### config.mk
export PLATFORM = sky130hd
export DESIGN_NAME = eject_port_sync_flat
export DESIGN_NICKNAME = d
export VERILOG_FILES = /design/src/rtl/eject_port_sync_if.sv /design/src/rtl/eject_port_sync.sv /design/src/flat_wrapper.sv
export SDC_FILE = /design/constraint.sdc
export NUM_CORES = 1
export LEC_CHECK = 0
export ABC_AREA = 1
export CAP_MARGIN = 20
export CORE_UTILIZATION = 35
export DETAILED_ROUTE_END_ITERATION = 10
export PLACE_DENSITY = 0.65
export SYNTH_ARGS = -nofsm -noshare
export SYNTH_HDL_FRONTEND = slang
export SYNTH_SLANG_ARGS = --single-unit
### constraint.sdc
create_clock -name clk -period 3.5 [get_ports clk]
set_input_delay 1.05 -clock clk [delete_from_list [all_inputs] [get_ports clk]]
set_output_delay 1.05 -clock clk [all_outputs]
set_load 0.1 [all_outputs]
### src/rtl/eject_port_sync_if.sv
// Bus bundle for the local ejection port.
// Upstream side: per-port two-phase req/ack channels with bundled data, per-port
// packet-enable levels and tail-passed toggles.
// Core side: clocked valid/ready flit stream.
// Modports: master (upstream/core stimulus) and slave (the ejection port itself).
interface eject_port_sync_if #(
  parameter int unsigned WIDTH = 32,
  parameter int unsigned NIN   = 4
);
  logic [NIN-1:0]            req;
  logic [NIN-1:0][WIDTH-1:0] data;
  logic [NIN-1:0]            ack;
  logic [NIN-1:0]            packet_enable;
  logic [NIN-1:0]            tailpassed;
  logic                      out_valid;
  logic [WIDTH-1:0]          out_data;
  logic                      out_tail;
  logic                      out_ready;

  modport master (
    output req, data, packet_enable, out_ready,
    input  ack, tailpassed, out_valid, out_data, out_tail
  );

  modport slave (
    input  req, data, packet_enable, out_ready,
    output ack, tailpassed, out_valid, out_data, out_tail
  );
endinterface

### src/rtl/eject_port_sync.sv
// Clocked local ejection port: GALS boundary between the asynchronous router
// fabric and the synchronous core.
// Ports:
//   clk   - core clock
//   reset - synchronous, active-high reset of all state
//   bus   - slave side of eject_port_sync_if:
//           req/data/ack      two-phase bundled-data channels, one per input port
//           packet_enable     level, port holds a packet routed here
//           tailpassed        two-phase toggle per completed packet
//           out_valid/out_data/out_tail/out_ready  valid/ready flit stream to the core
// Packets are arbitrated round-robin and locked (wormhole) until the tail flit,
// then buffered in a 2-entry FIFO.
module eject_port_sync #(
  parameter int unsigned WIDTH       = 32,
  parameter int unsigned NIN         = 4,
  parameter int unsigned SYNC_STAGES = 2
) (
  input logic              clk,
  input logic              reset,
  eject_port_sync_if.slave bus
);

  localparam int unsigned IdxW = (NIN > 1) ? $clog2(NIN) : 1;

  typedef enum logic [0:0] {StIdle, StLocked} state_e;

  // Synchronizer chains; index 0 is the first stage.
  logic [SYNC_STAGES-1:0][NIN-1:0] req_sync_q, req_sync_d;
  logic [SYNC_STAGES-1:0][NIN-1:0] en_sync_q, en_sync_d;
  logic [NIN-1:0]                  req_s, en_s, pending;

  state_e                          state_q, state_d;
  logic [IdxW-1:0]                 owner_q, owner_d;
  logic [IdxW-1:0]                 last_grant_q, last_grant_d;
  logic [NIN-1:0]                  ack_q, ack_d;
  logic [NIN-1:0]                  tailp_q, tailp_d;

  logic [1:0][WIDTH-1:0]           mem_q, mem_d;
  logic                            rd_ptr_q, rd_ptr_d;
  logic                            wr_ptr_q, wr_ptr_d;
  logic [1:0]                      count_q, count_d;

  logic                            found;
  logic [IdxW-1:0]                 grant, idx;
  logic [WIDTH-1:0]                own_flit;
  logic                            own_tail;
  logic                            out_valid, pop, space, push;

  always_comb begin
    req_sync_d = {req_sync_q[SYNC_STAGES-2:0], bus.req};
    en_sync_d  = {en_sync_q[SYNC_STAGES-2:0], bus.packet_enable};
  end

  assign req_s   = req_sync_q[SYNC_STAGES-1];
  assign en_s    = en_sync_q[SYNC_STAGES-1];
  assign pending = req_s ^ ack_q;

  // Data is only consumed once the owner's request has crossed the
  // synchronizer, which covers the bundled-data delay.
  assign own_flit  = bus.data[owner_q];
  assign own_tail  = own_flit[WIDTH-1];  // types 10 (tail) and 11 (single)

  assign out_valid = (count_q != 2'd0);
  assign pop       = out_valid && bus.out_ready;
  assign space     = (count_q < 2'd2) || pop;
  assign push      = (state_q == StLocked) && pending[owner_q] && space;

  // Round-robin search starting after the last completed owner.
  always_comb begin
    found = 1'b0;
    grant = '0;
    idx   = '0;
    for (int unsigned k = 1; k <= NIN; k++) begin
      idx = IdxW'((last_grant_q + k) % NIN);
      if (!found && en_s[idx]) begin
        found = 1'b1;
        grant = idx;
      end
    end
  end

  always_comb begin
    state_d      = state_q;
    owner_d      = owner_q;
    last_grant_d = last_grant_q;
    ack_d        = ack_q;
    tailp_d      = tailp_q;
    unique case (state_q)
      StIdle: begin
        if (found) begin
          owner_d = grant;
          state_d = StLocked;
        end
      end
      StLocked: begin
        if (push) begin
          ack_d[owner_q] = ~ack_q[owner_q];
          if (own_tail) begin
            tailp_d[owner_q] = ~tailp_q[owner_q];
            last_grant_d     = owner_q;
            state_d          = StIdle;
          end
        end
      end
      default: state_d = StIdle;
    endcase
  end

  always_comb begin
    mem_d = mem_q;
    if (push) begin
      mem_d[wr_ptr_q] = own_flit;
    end
    wr_ptr_d = wr_ptr_q ^ push;
    rd_ptr_d = rd_ptr_q ^ pop;
    count_d  = count_q + {1'b0, push} - {1'b0, pop};
  end

  always_ff @(posedge clk) begin
    if (reset) begin
      req_sync_q   <= '0;
      en_sync_q    <= '0;
      state_q      <= StIdle;
      owner_q      <= '0;
      last_grant_q <= IdxW'(NIN - 1);
      ack_q        <= '0;
      tailp_q      <= '0;
      mem_q        <= '0;
      rd_ptr_q     <= 1'b0;
      wr_ptr_q     <= 1'b0;
      count_q      <= 2'd0;
    end else begin
      req_sync_q   <= req_sync_d;
      en_sync_q    <= en_sync_d;
      state_q      <= state_d;
      owner_q      <= owner_d;
      last_grant_q <= last_grant_d;
      ack_q        <= ack_d;
      tailp_q      <= tailp_d;
      mem_q        <= mem_d;
      rd_ptr_q     <= rd_ptr_d;
      wr_ptr_q     <= wr_ptr_d;
      count_q      <= count_d;
    end
  end

  assign bus.ack        = ack_q;
  assign bus.tailpassed = tailp_q;
  assign bus.out_valid  = out_valid;
  assign bus.out_data   = mem_q[rd_ptr_q];
  assign bus.out_tail   = mem_q[rd_ptr_q][WIDTH-1];

endmodule
### src/flat_wrapper.sv
// flat-port wrapper written by rule: the top's interface ports become plain ports
module eject_port_sync_flat 
#(
  parameter int unsigned WIDTH       = 32,
  parameter int unsigned NIN         = 4,
  parameter int unsigned SYNC_STAGES = 2
)
  (clk, reset, bus_req, bus_data, bus_packet_enable, bus_out_ready, bus_ack, bus_tailpassed, bus_out_valid, bus_out_data, bus_out_tail);
  eject_port_sync_if #(.WIDTH(WIDTH), .NIN(NIN)) bus_i ();
  input logic clk;
  input logic reset;
  input wire logic [$bits(bus_i.req)-1:0] bus_req;
  input wire logic [$bits(bus_i.data)-1:0] bus_data;
  input wire logic [$bits(bus_i.packet_enable)-1:0] bus_packet_enable;
  input wire logic [$bits(bus_i.out_ready)-1:0] bus_out_ready;
  output wire logic [$bits(bus_i.ack)-1:0] bus_ack;
  output wire logic [$bits(bus_i.tailpassed)-1:0] bus_tailpassed;
  output wire logic [$bits(bus_i.out_valid)-1:0] bus_out_valid;
  output wire logic [$bits(bus_i.out_data)-1:0] bus_out_data;
  output wire logic [$bits(bus_i.out_tail)-1:0] bus_out_tail;
  assign bus_i.req = bus_req;
  assign bus_i.data = bus_data;
  assign bus_i.packet_enable = bus_packet_enable;
  assign bus_i.out_ready = bus_out_ready;
  assign bus_ack = bus_i.ack;
  assign bus_tailpassed = bus_i.tailpassed;
  assign bus_out_valid = bus_i.out_valid;
  assign bus_out_data = bus_i.out_data;
  assign bus_out_tail = bus_i.out_tail;
  eject_port_sync #(.WIDTH(WIDTH), .NIN(NIN), .SYNC_STAGES(SYNC_STAGES)) u_core (.clk(clk), .reset(reset), .bus(bus_i));
endmodule
== After elaboration in Yosys (flattened, before gate mapping) ==
Cells that the tools add are included.
Operators by class
  add/subtract/negate cells: 6
  reduce and logical (&&, ||, !) cells: 16
  $lt $le $gt $ge: 10
  multiplexer cells: 37
  bitwise operators: 6
Operators with widths (number)
  $mux W32: 4
  $bmux W32 S2: 1
  $bwmux W64: 1
  $demux W32 S1: 1
  $lt A2 B3 Y1 const B: 5
  $mux W1: 15
  $bmux W1 S2: 7
  $bwmux W4: 2
  $logic_and A1 B1 Y1: 8
  $mux W2: 4
  $add A2 B1 Y2 const B: 2
  $add A2 B2 Y2 const B: 2
  $lt A1 B2 Y1 const B: 2
  $reduce_and A2 Y1: 2
  $xor A4 B4 Y4: 1
  $logic_not A1 Y1: 3
  $not A1 Y1: 3
  $reduce_and A3 Y1: 1
  $add A2 B1 Y2: 1
  $demux W1 S2: 1
  $ge A2 B1 Y1 const B: 1
  $lt A2 B2 Y1 const B: 1
  $pmux W1 S2: 1
  $reduce_bool A2 Y1: 1
  other kinds (4): 5
Storage, ports and cells
  output and inout port bits: 42
  input port bits: 139
  register bits: 97
  logic and storage cells: 89

== Logic depth before layout (Yosys ltp) ==
Gate-level depths: netlist of the first run.
  depth in word-level cells: 15
  depth in mapped cells: 14
  depth with buffers taken out: 11

== Least setup slack after synthesis of the first run ==
Ideal clock, no wire load.
  path type: flip-flop to output port
  start point: reg u_core.rd_ptr_q
  end point: out bus_out_data[23]
  stages on the path, launching flop included: 4
  setup slack: -0.315 ns
  path buffers: 2
  data required time: 2.450 ns
  arrival time: 2.765 ns
  cell sequence: dfxtp_1 -> clkbuf_1 -> clkbuf_1 -> o21ai_0
Between the ends
  word-level cells in the longest chain between the ends: 2
RTL lines
  start, declared: RTL line eject_port_sync.sv:39  | logic rd_ptr_q, rd_ptr_d;
  start signal, assigned: RTL line eject_port_sync.sv:141  | rd_ptr_q <= rd_ptr_d;
  $mux W32 (implied by the code) (2 in a row): RTL line eject_port_sync.sv:150  | assign bus.out_data = mem_q[rd_ptr_q];
  end, declared: RTL line flat_wrapper.sv:19  | output wire logic [$bits(bus_i.out_data)-1:0] bus_out_data;
No other way between the ends. The select of a mux whose other input is x is not followed.

== Worst setup path in the final report of the first run ==
  start point: reg u_core.rd_ptr_q
  end point: out bus_out_data[11]
The elaborated chain is that of the path after synthesis.

==> results of run 1 <==
-- cells in the final DEF, fill, tap and decap left out --
master                            synthesis  routed
sky130_fd_sc_hd__inv_1                  142     142
sky130_fd_sc_hd__nand2_1                139     139
sky130_fd_sc_hd__clkdlybuf4s50_1          0     137
sky130_fd_sc_hd__nor2_1                 104     104
sky130_fd_sc_hd__o21ai_0                100      98
sky130_fd_sc_hd__dfxtp_1                 97      96
sky130_fd_sc_hd__buf_4                    1      53
sky130_fd_sc_hd__a22oi_1                 49      49
sky130_fd_sc_hd__a21oi_1                 38      38
sky130_fd_sc_hd__nand3_1                 29      29
sky130_fd_sc_hd__clkbuf_16                0       9
sky130_fd_sc_hd__inv_2                    6       6
sky130_fd_sc_hd__o22ai_1                  6       6
sky130_fd_sc_hd__nand4_1                  4       4
sky130_fd_sc_hd__ha_1                     4       4
sky130_fd_sc_hd__inv_6                    0       4
sky130_fd_sc_hd__o21ai_1                  0       2
sky130_fd_sc_hd__nand2_2                  2       2
sky130_fd_sc_hd__nor2_4                   2       2
sky130_fd_sc_hd__nor2_2                   2       2
sky130_fd_sc_hd__o211ai_1                 2       2
sky130_fd_sc_hd__nand3b_1                 2       2
sky130_fd_sc_hd__xnor2_1                  1       1
sky130_fd_sc_hd__nor2b_1                  1       1
sky130_fd_sc_hd__clkinv_1                 1       1
sky130_fd_sc_hd__nand2b_1                 1       1
sky130_fd_sc_hd__nand2_4                  1       1
sky130_fd_sc_hd__xor2_1                   1       1
sky130_fd_sc_hd__bufinv_16                0       1
sky130_fd_sc_hd__clkbuf_1                31       1
sky130_fd_sc_hd__clkinv_4                 0       1
sky130_fd_sc_hd__buf_2                   10       1
sky130_fd_sc_hd__dfxtp_2                  0       1
-- cell type report --
class / count / area [sq um] / area share
clock inverters: 6 / 73.8 / 0.0103
well taps: 180 / 225 / 0.0315
inverters: 149 / 559 / 0.0782
multi-input cells: 488 / 2350 / 0.328
clock buffers: 10 / 229 / 0.0320
flip-flops and latches: 97 / 1940 / 0.272
repair buffers: 191 / 1770 / 0.248
-- per-layer routing --
| layer | part of all wire | vias up | track usage | wire [um] |
|---|---|---|---|---|
| met1 | 0.47 | 2296 | 0.253 | 6820 |
| met3 | 0.071 | 12 | 0.0417 | 1040 |
| li1 | - | 2769 | - | - |
| met4 | 0.013 | 0 | 0.0802 | 197 |
| met2 | 0.45 | 144 | 0.320 | 6550 |
| met5 | 0 | - | 0 | 0 |
-- logic make-up (layout without fill, tap and decap cells) --
| logic type | after synthesis | in the layout | synth area share |
|---|---|---|---|
| compound gates | 195 | 195 | 0.220 |
| xor+xnor | 2 | 2 | 0.00348 |
| fa+ha+maj | 4 | 4 | 0.00993 |
| buf+inv | 194 | 356 | 0.149 |
| flops | 97 | 97 | 0.385 |
| simple gates | 287 | 287 | 0.232 |
-- sequential cells by signal, summed over array words and instances (netlist names), 2 cells and up --
register,flops
u_core.count_q,2
u_core.req_sync_d,4
u_core.bus.tailpassed,4
u_core.req_s,4
u_core.owner_q,2
u_core.bus.ack,4
u_core.mem_q,64
u_core.en_sync_d,4
u_core.last_grant_q,2
u_core.en_s,4
-- Yosys cell counts --
master                     count
sky130_fd_sc_hd__nand2_1     139
sky130_fd_sc_hd__o21ai_0     100
sky130_fd_sc_hd__o22ai_1       6
sky130_fd_sc_hd__ha_1          4
sky130_fd_sc_hd__xnor2_1       1
sky130_fd_sc_hd__buf_4         1
sky130_fd_sc_hd__a21oi_1      38
sky130_fd_sc_hd__dfxtp_1      97
sky130_fd_sc_hd__nand2b_1      1
sky130_fd_sc_hd__clkinv_1      1
sky130_fd_sc_hd__nand4_1       4
sky130_fd_sc_hd__buf_2        10
sky130_fd_sc_hd__buf_6         1
sky130_fd_sc_hd__nor2_4        2
sky130_fd_sc_hd__o211ai_1      2
sky130_fd_sc_hd__xor2_1        1
sky130_fd_sc_hd__nand2_4       1
sky130_fd_sc_hd__nand3_1      29
sky130_fd_sc_hd__clkbuf_1     31
sky130_fd_sc_hd__buf_1         2
sky130_fd_sc_hd__inv_2         6
sky130_fd_sc_hd__nor2b_1       1
sky130_fd_sc_hd__nand3b_1      2
sky130_fd_sc_hd__inv_1       142
sky130_fd_sc_hd__a22oi_1      49
sky130_fd_sc_hd__nand2_2       2
sky130_fd_sc_hd__nor2_1      104
sky130_fd_sc_hd__nor2_2        2
-- power breakdown --
part           internal, W  switching (W)
Clock             0.000566       0.000450
Sequential         0.00130       0.000119
Combinational     0.000749        0.00205
Total              0.00262        0.00262
-- worst reg2reg max path: cells and delay by family, from the launching register on --
kind                     cells  cell delay, ns
AO/OA/AOI/OAI                2            0.32
adder cells (fa/ha/maj)      1            0.20
buffers and inverters        3            0.84
flip-flops                   1            0.48
AND/OR/NAND/NOR              2            0.35
-- worst max-delay path by stage --
stage | start | end
6_report | u_core.rd_ptr_q$_SDFF_PP0_ | bus_out_data[11]
5_1_grt | bus_out_ready | u_core.mem_q[58]$_SDFFE_PP0P_
4_1_cts | u_core.rd_ptr_q$_SDFF_PP0_ | bus_out_data[26]
3_5_place_dp | bus_out_ready | u_core.mem_q[46]$_SDFFE_PP0P_
3_3_place_gp | bus_out_ready | u_core.mem_q[32]$_SDFFE_PP0P_
2_1_floorplan | u_core.rd_ptr_q$_SDFF_PP0_ | bus_out_data[23]
-- through the flow --
stage,utilization,cells,TNS (ns)
after detailed placement,0.490,1105,0
after floorplan,-,779,-8.52
after global routing,0.511,1121,0
after CTS,0.511,1121,0
final,0.511,1121,0
after global placement,0.490,1105,0
==> run metrics, run 1 <==
number of filler cells placed in the layout=1431; largest delay contributor family on the critical path=flip-flops; Crit path depth=4; R2R Path Start=u_core.owner_q[0]$_SDFFE_PP0P_; Initial DRT Pass Iterations=5; post-synthesis sequential element count=97; number of setup violations in the final report=0; number of nets in the layout=between 1000 and 1500; class of the tightest hold or removal check=register to register; All-Layer GR Usage=0.197; number of distinct library cells after synthesis=28; routed via count divided by cell count=around 4.7; starting utilization of the core area=0.360; number of buffers on the longest clock path=2; Hold Path Cell Cnt=2; total CTS buffers=9; yosys synthesis warning count=0; leading post-synthesis cells by cell area=sky130_fd_sc_hd__dfxtp_1 (39%), sky130_fd_sc_hd__inv_1 (11%), sky130_fd_sc_hd__nand2_1 (10%), sky130_fd_sc_hd__o21ai_0 (9.9%), sky130_fd_sc_hd__nor2_1 (7.7%); Synth Area per Inst=6.47 sq um; post-synthesis instance area=just over 5000 sq um; HP Start=u_core.req_sync_d[6]$_SDFF_PP0_; aggregate global routing overflow=0; count of cells resized by post-cts repair=0; total number of vias=roughly 5200; number of antenna violations at the first check in global routing=0; initial drt markers=300; total I/O pin count=181; CP Data Required Time=between 2 and 2.5 ns; area grow syn2layout=41.9%; pre-CTS worst setup slack=roughly 0.25 ns; Core Region=~14000 sq um; placed cell area=a little under 7000 sq um; Top cell by count, worst path=sky130_fd_sc_hd__buf_4; post-CTS setup buffer count=0; depth of the worst register-to-register path=8; Power per Cell Area=732 nW/um^2; die area=around 15000 sq um; fraction of the yosys area taken by sequential cells=0.385; clock tree root buffer cell=sky130_fd_sc_hd__clkbuf_16; H-tree lvl count=3; cell type contributing the most total cell area after synthesis=sky130_fd_sc_hd__dfxtp_1; VDD IR-drop max=roughly 0.35 mV; insertion delay to the later sink of the worst-skew pair=roughly 0.35 ns; worst slew slack as a fraction of its limit=0.384; hold-fix buffer count after cts=0; Die Height=about 120 um; half-perimeter wire length of the detailed placement result=10300 um; startpoint types=register; worst endpoint data arrival time=roughly 1.9 ns; Crit Path Max Fanout=34; maximum capacitance violations=0; Highest Clock Rate=between 300 and 400 MHz; unrepaired setup endpoints after global routing=false; destination of the worst register-to-register timing path=u_core.mem_q[57]$_SDFFE_PP0P_; routed length per placed instance=between 10 and 15 um; cell-by-cell listing of the critical path=buf_4, nand2_1, o21ai_0, buf_4; Final Hold Vio Count=0; leakage power=~3.4 nW; post-synth net total=922; transition time of the tightest slew-check pin=roughly 0.9 ns; wire length of the first global-routing pass=about 23000 um; Final period util=0.847; Horiz. Die Dim=122 um; DRC violations left=0; Hold Path End=u_core.req_s[2]$_SDFF_PP0_; total design power=between 0.005 and 0.006 W; share of the synthesized area in the top cell type=0.385; cell type of the slowest stage on the worst timing path=sky130_fd_sc_hd__dfxtp_2; overall routed net length=roughly 15000 um; clock slew seen by the registers of the worst setup and hold paths=approximately 0.07 ns; maximum number of pins on one net before global-route repair=63; Final Instance Area=7150 sq um; Antenna diodes=0; run status=complete, no violations; number of nets with antenna violations after detailed routing=0; combined buffer and inverter count along the critical path=2; cell count after synthesis=just under 800; biggest cell delay along the critical path=between 0.7 and 0.8 ns; capturing element type of the critical path=primary output; clk sink count=97; TritonCTS clock tree=built; vias in the first global route=about 4700; share of post-route cells with drive strength above 1=0.0882; Placer Congestion=0.787; Critical Setup Path Class=register to primary output; Fin Clk Skew=around 0.0069 ns; fin worst setup slack=0.536 ns; Final Max Tran Viols=0; number of cell rows=43; time the worst path needs with I/O delays and setup=slightly below 3 ns; flop2flop setup slack=about 1.3 ns; Hold WS=roughly 0.41 ns; IO Port Bufs=180
No activity file was read; power rests on OpenSTA's default activity.
==> inputs of run 2 (changes only) <==
Settings changed: PLACE_DENSITY 0.65 to 0.68.
Clock period 3.5 ns to 2.4 ns, I/O delays scaled along.
==> run 2 against run 1 <==
Sequential cell count stayed put. Count of clock-buffer cells in the layout is the same. Register-to-register slack got worse by 0.75 ns. Highest routed layer unchanged. Critical path type unchanged. Critical path depth did not move. Cell count grew 0.62%.
==> run metrics, run 2 (synthesis gave the netlist of run 1 again) <==
total CTS buffers=9; worst slew slack as a fraction of its limit=0.632; fin worst setup slack=about 0.16 ns; VDD IR-drop max=0.655 mV; half-perimeter wire length of the detailed placement result=10400 um; Power per Cell Area=1080 nW/um^2; total number of vias=between 5000 and 6000; IO Port Bufs=180; Placer Congestion=about 0.8; H-tree lvl count=3; most frequent standard cell in the layout excluding fill and tap cells=sky130_fd_sc_hd__inv_1; Horiz. Die Dim=roughly 120 um; initial drt markers=between 300 and 400; post-layout util=0.551; Final Hold Vio Count=0; maximum capacitance violations=0; routed via count divided by cell count=between 4 and 5; number of nets with antenna violations after detailed routing=0; run status=complete, no violations; starting utilization of the core area=0.360; TritonCTS clock tree=built; time the worst path needs with I/O delays and setup=about 2.2 ns; number of setup violations in the final report=0; class of the tightest hold or removal check=register to register; vias in the first global route=roughly 4800; Post-Place Cells=around 1100; capturing element type of the critical path=primary output; hold-fix buffer count after cts=0; Die Height=around 120 um; share of post-route cells with drive strength above 1=0.103; number of buffers on the longest clock path=2; transition time of the tightest slew-check pin=0.552 ns; worst endpoint data arrival time=approximately 1.5 ns; routed length per placed instance=13.0 um; unrepaired setup endpoints after global routing=false; total I/O pin count=181; DRC violations left=0; aggregate global routing overflow=0; wire length of the first global-routing pass=roughly 23000 um; Layout Cells excl Fill=~1100; number of cell rows=43; Hold WS=roughly 0.40 ns; Antenna diodes=0; insertion delay to the later sink of the worst-skew pair=roughly 0.35 ns; Critical Setup Path Class=register to primary output; Final Max Tran Viols=0; area grow syn2layout=52.9%; Core Region=between 10000 and 15000 sq um; max FFs per register=64; Initial DRT Pass Iterations=4; CP Data Required Time=~1.7 ns; clk sink count=a little under 100; number of nets in the layout=between 1000 and 1500; clock slew seen by the registers of the worst setup and hold paths=roughly 0.070 ns; post-CTS setup buffer count=0; leakage power=about 3.6 nW; Final period util=0.935; Largest Register=u_core.mem_q; die area=approximately 15000 sq um; All-Layer GR Usage=0.200; pre-CTS worst setup slack=-0.248 ns; Fin Clk Skew=roughly 0.0064 ns; Crit Path Max Fanout=30; Highest Clock Rate=~450 MHz; startpoint types=register; clock tree root buffer cell=sky130_fd_sc_hd__clkbuf_16; overall routed net length=~15000 um; number of antenna violations at the first check in global routing=0; highest-count cells in the layout ignoring fill and taps=sky130_fd_sc_hd__inv_1 (142), sky130_fd_sc_hd__nand2_1 (138), sky130_fd_sc_hd__clkdlybuf4s50_1 (137), sky130_fd_sc_hd__nor2_1 (104), sky130_fd_sc_hd__dfxtp_1 (92); maximum number of pins on one net before global-route repair=53
==> run 2: changes by cell type in the layout (fill, tap and decap cells not counted), sizes merged <==
cell	before	now
inv	152	151
clkinvlp	0	1
buf	54	61
==> run 2: report_power, final <==
| part | switching (W) | total (W) | internal [W] |
|---|---|---|---|
| Sequential | 0.000135 | 0.00203 | 0.00190 |
| Combinational | 0.00318 | 0.00481 | 0.00163 |
| Clock | 0.000658 | 0.00151 | 0.000851 |
==> run 2: worst paths after layout <==
path	start	endpoint	slack (ns)	cells after the start
min reg2reg	u_core.en_sync_d[7]$_SDFF_PP0_	u_core.en_s[3]$_SDFF_PP0_	0.40	2
max	u_core.rd_ptr_q$_SDFF_PP0_	bus_out_data[7]	0.16	4
min	u_core.en_sync_d[7]$_SDFF_PP0_	u_core.en_s[3]$_SDFF_PP0_	0.40	2
max reg2reg	u_core.owner_q[1]$_SDFFE_PP0P_	u_core.mem_q[38]$_SDFFE_PP0P_	0.51	11
==> run 2: metal layers <==
metal  up-vias  GRT usage  part of all wire
met5         -          0                 0
met4         0     0.0563            0.0096
met3         8     0.0412             0.058
met2       123      0.345              0.48
met1      2337      0.250              0.45
li1       2792          -                 -
==> run 2: what timing repair did <==
action / 4_1_cts / 5_1_grt
resized for setup: 0 / 4
endpoints found under the hold margin: 0 / 0
setup endpoints to repair: 0 / 64
==> run 2: layout make-up <==
class,instances,area [sq um]
Tap cell,180,225
Clock inverter,6,75.1
Clock buffer,10,239
Timing Repair Buffer,198,2290
Multi-Input combinational cell,488,2370
Inverter,149,559
Sequential cell,97,1950
Fill cell,1360,6280
==> run 2: through the flow <==
stage                     total power, W  setup TNS [ns]  area [sq um]
after floorplan                  0.00518          -10.56          5050
after global placement           0.00686          -12.23          7380
after detailed placement         0.00690          -13.22          7380
after CTS                        0.00841               0          7700
after global routing             0.00889               0          7710
final                            0.00835               0          7710
==> run 2: worst max-delay path, cell delays in order, from the launching register on <==
cell and delay, ns:
sky130_fd_sc_hd__dfxtp_2 0.36, sky130_fd_sc_hd__buf_4 0.31, sky130_fd_sc_hd__nand2_1 0.08, sky130_fd_sc_hd__o21ai_1 0.20, sky130_fd_sc_hd__buf_12 0.22
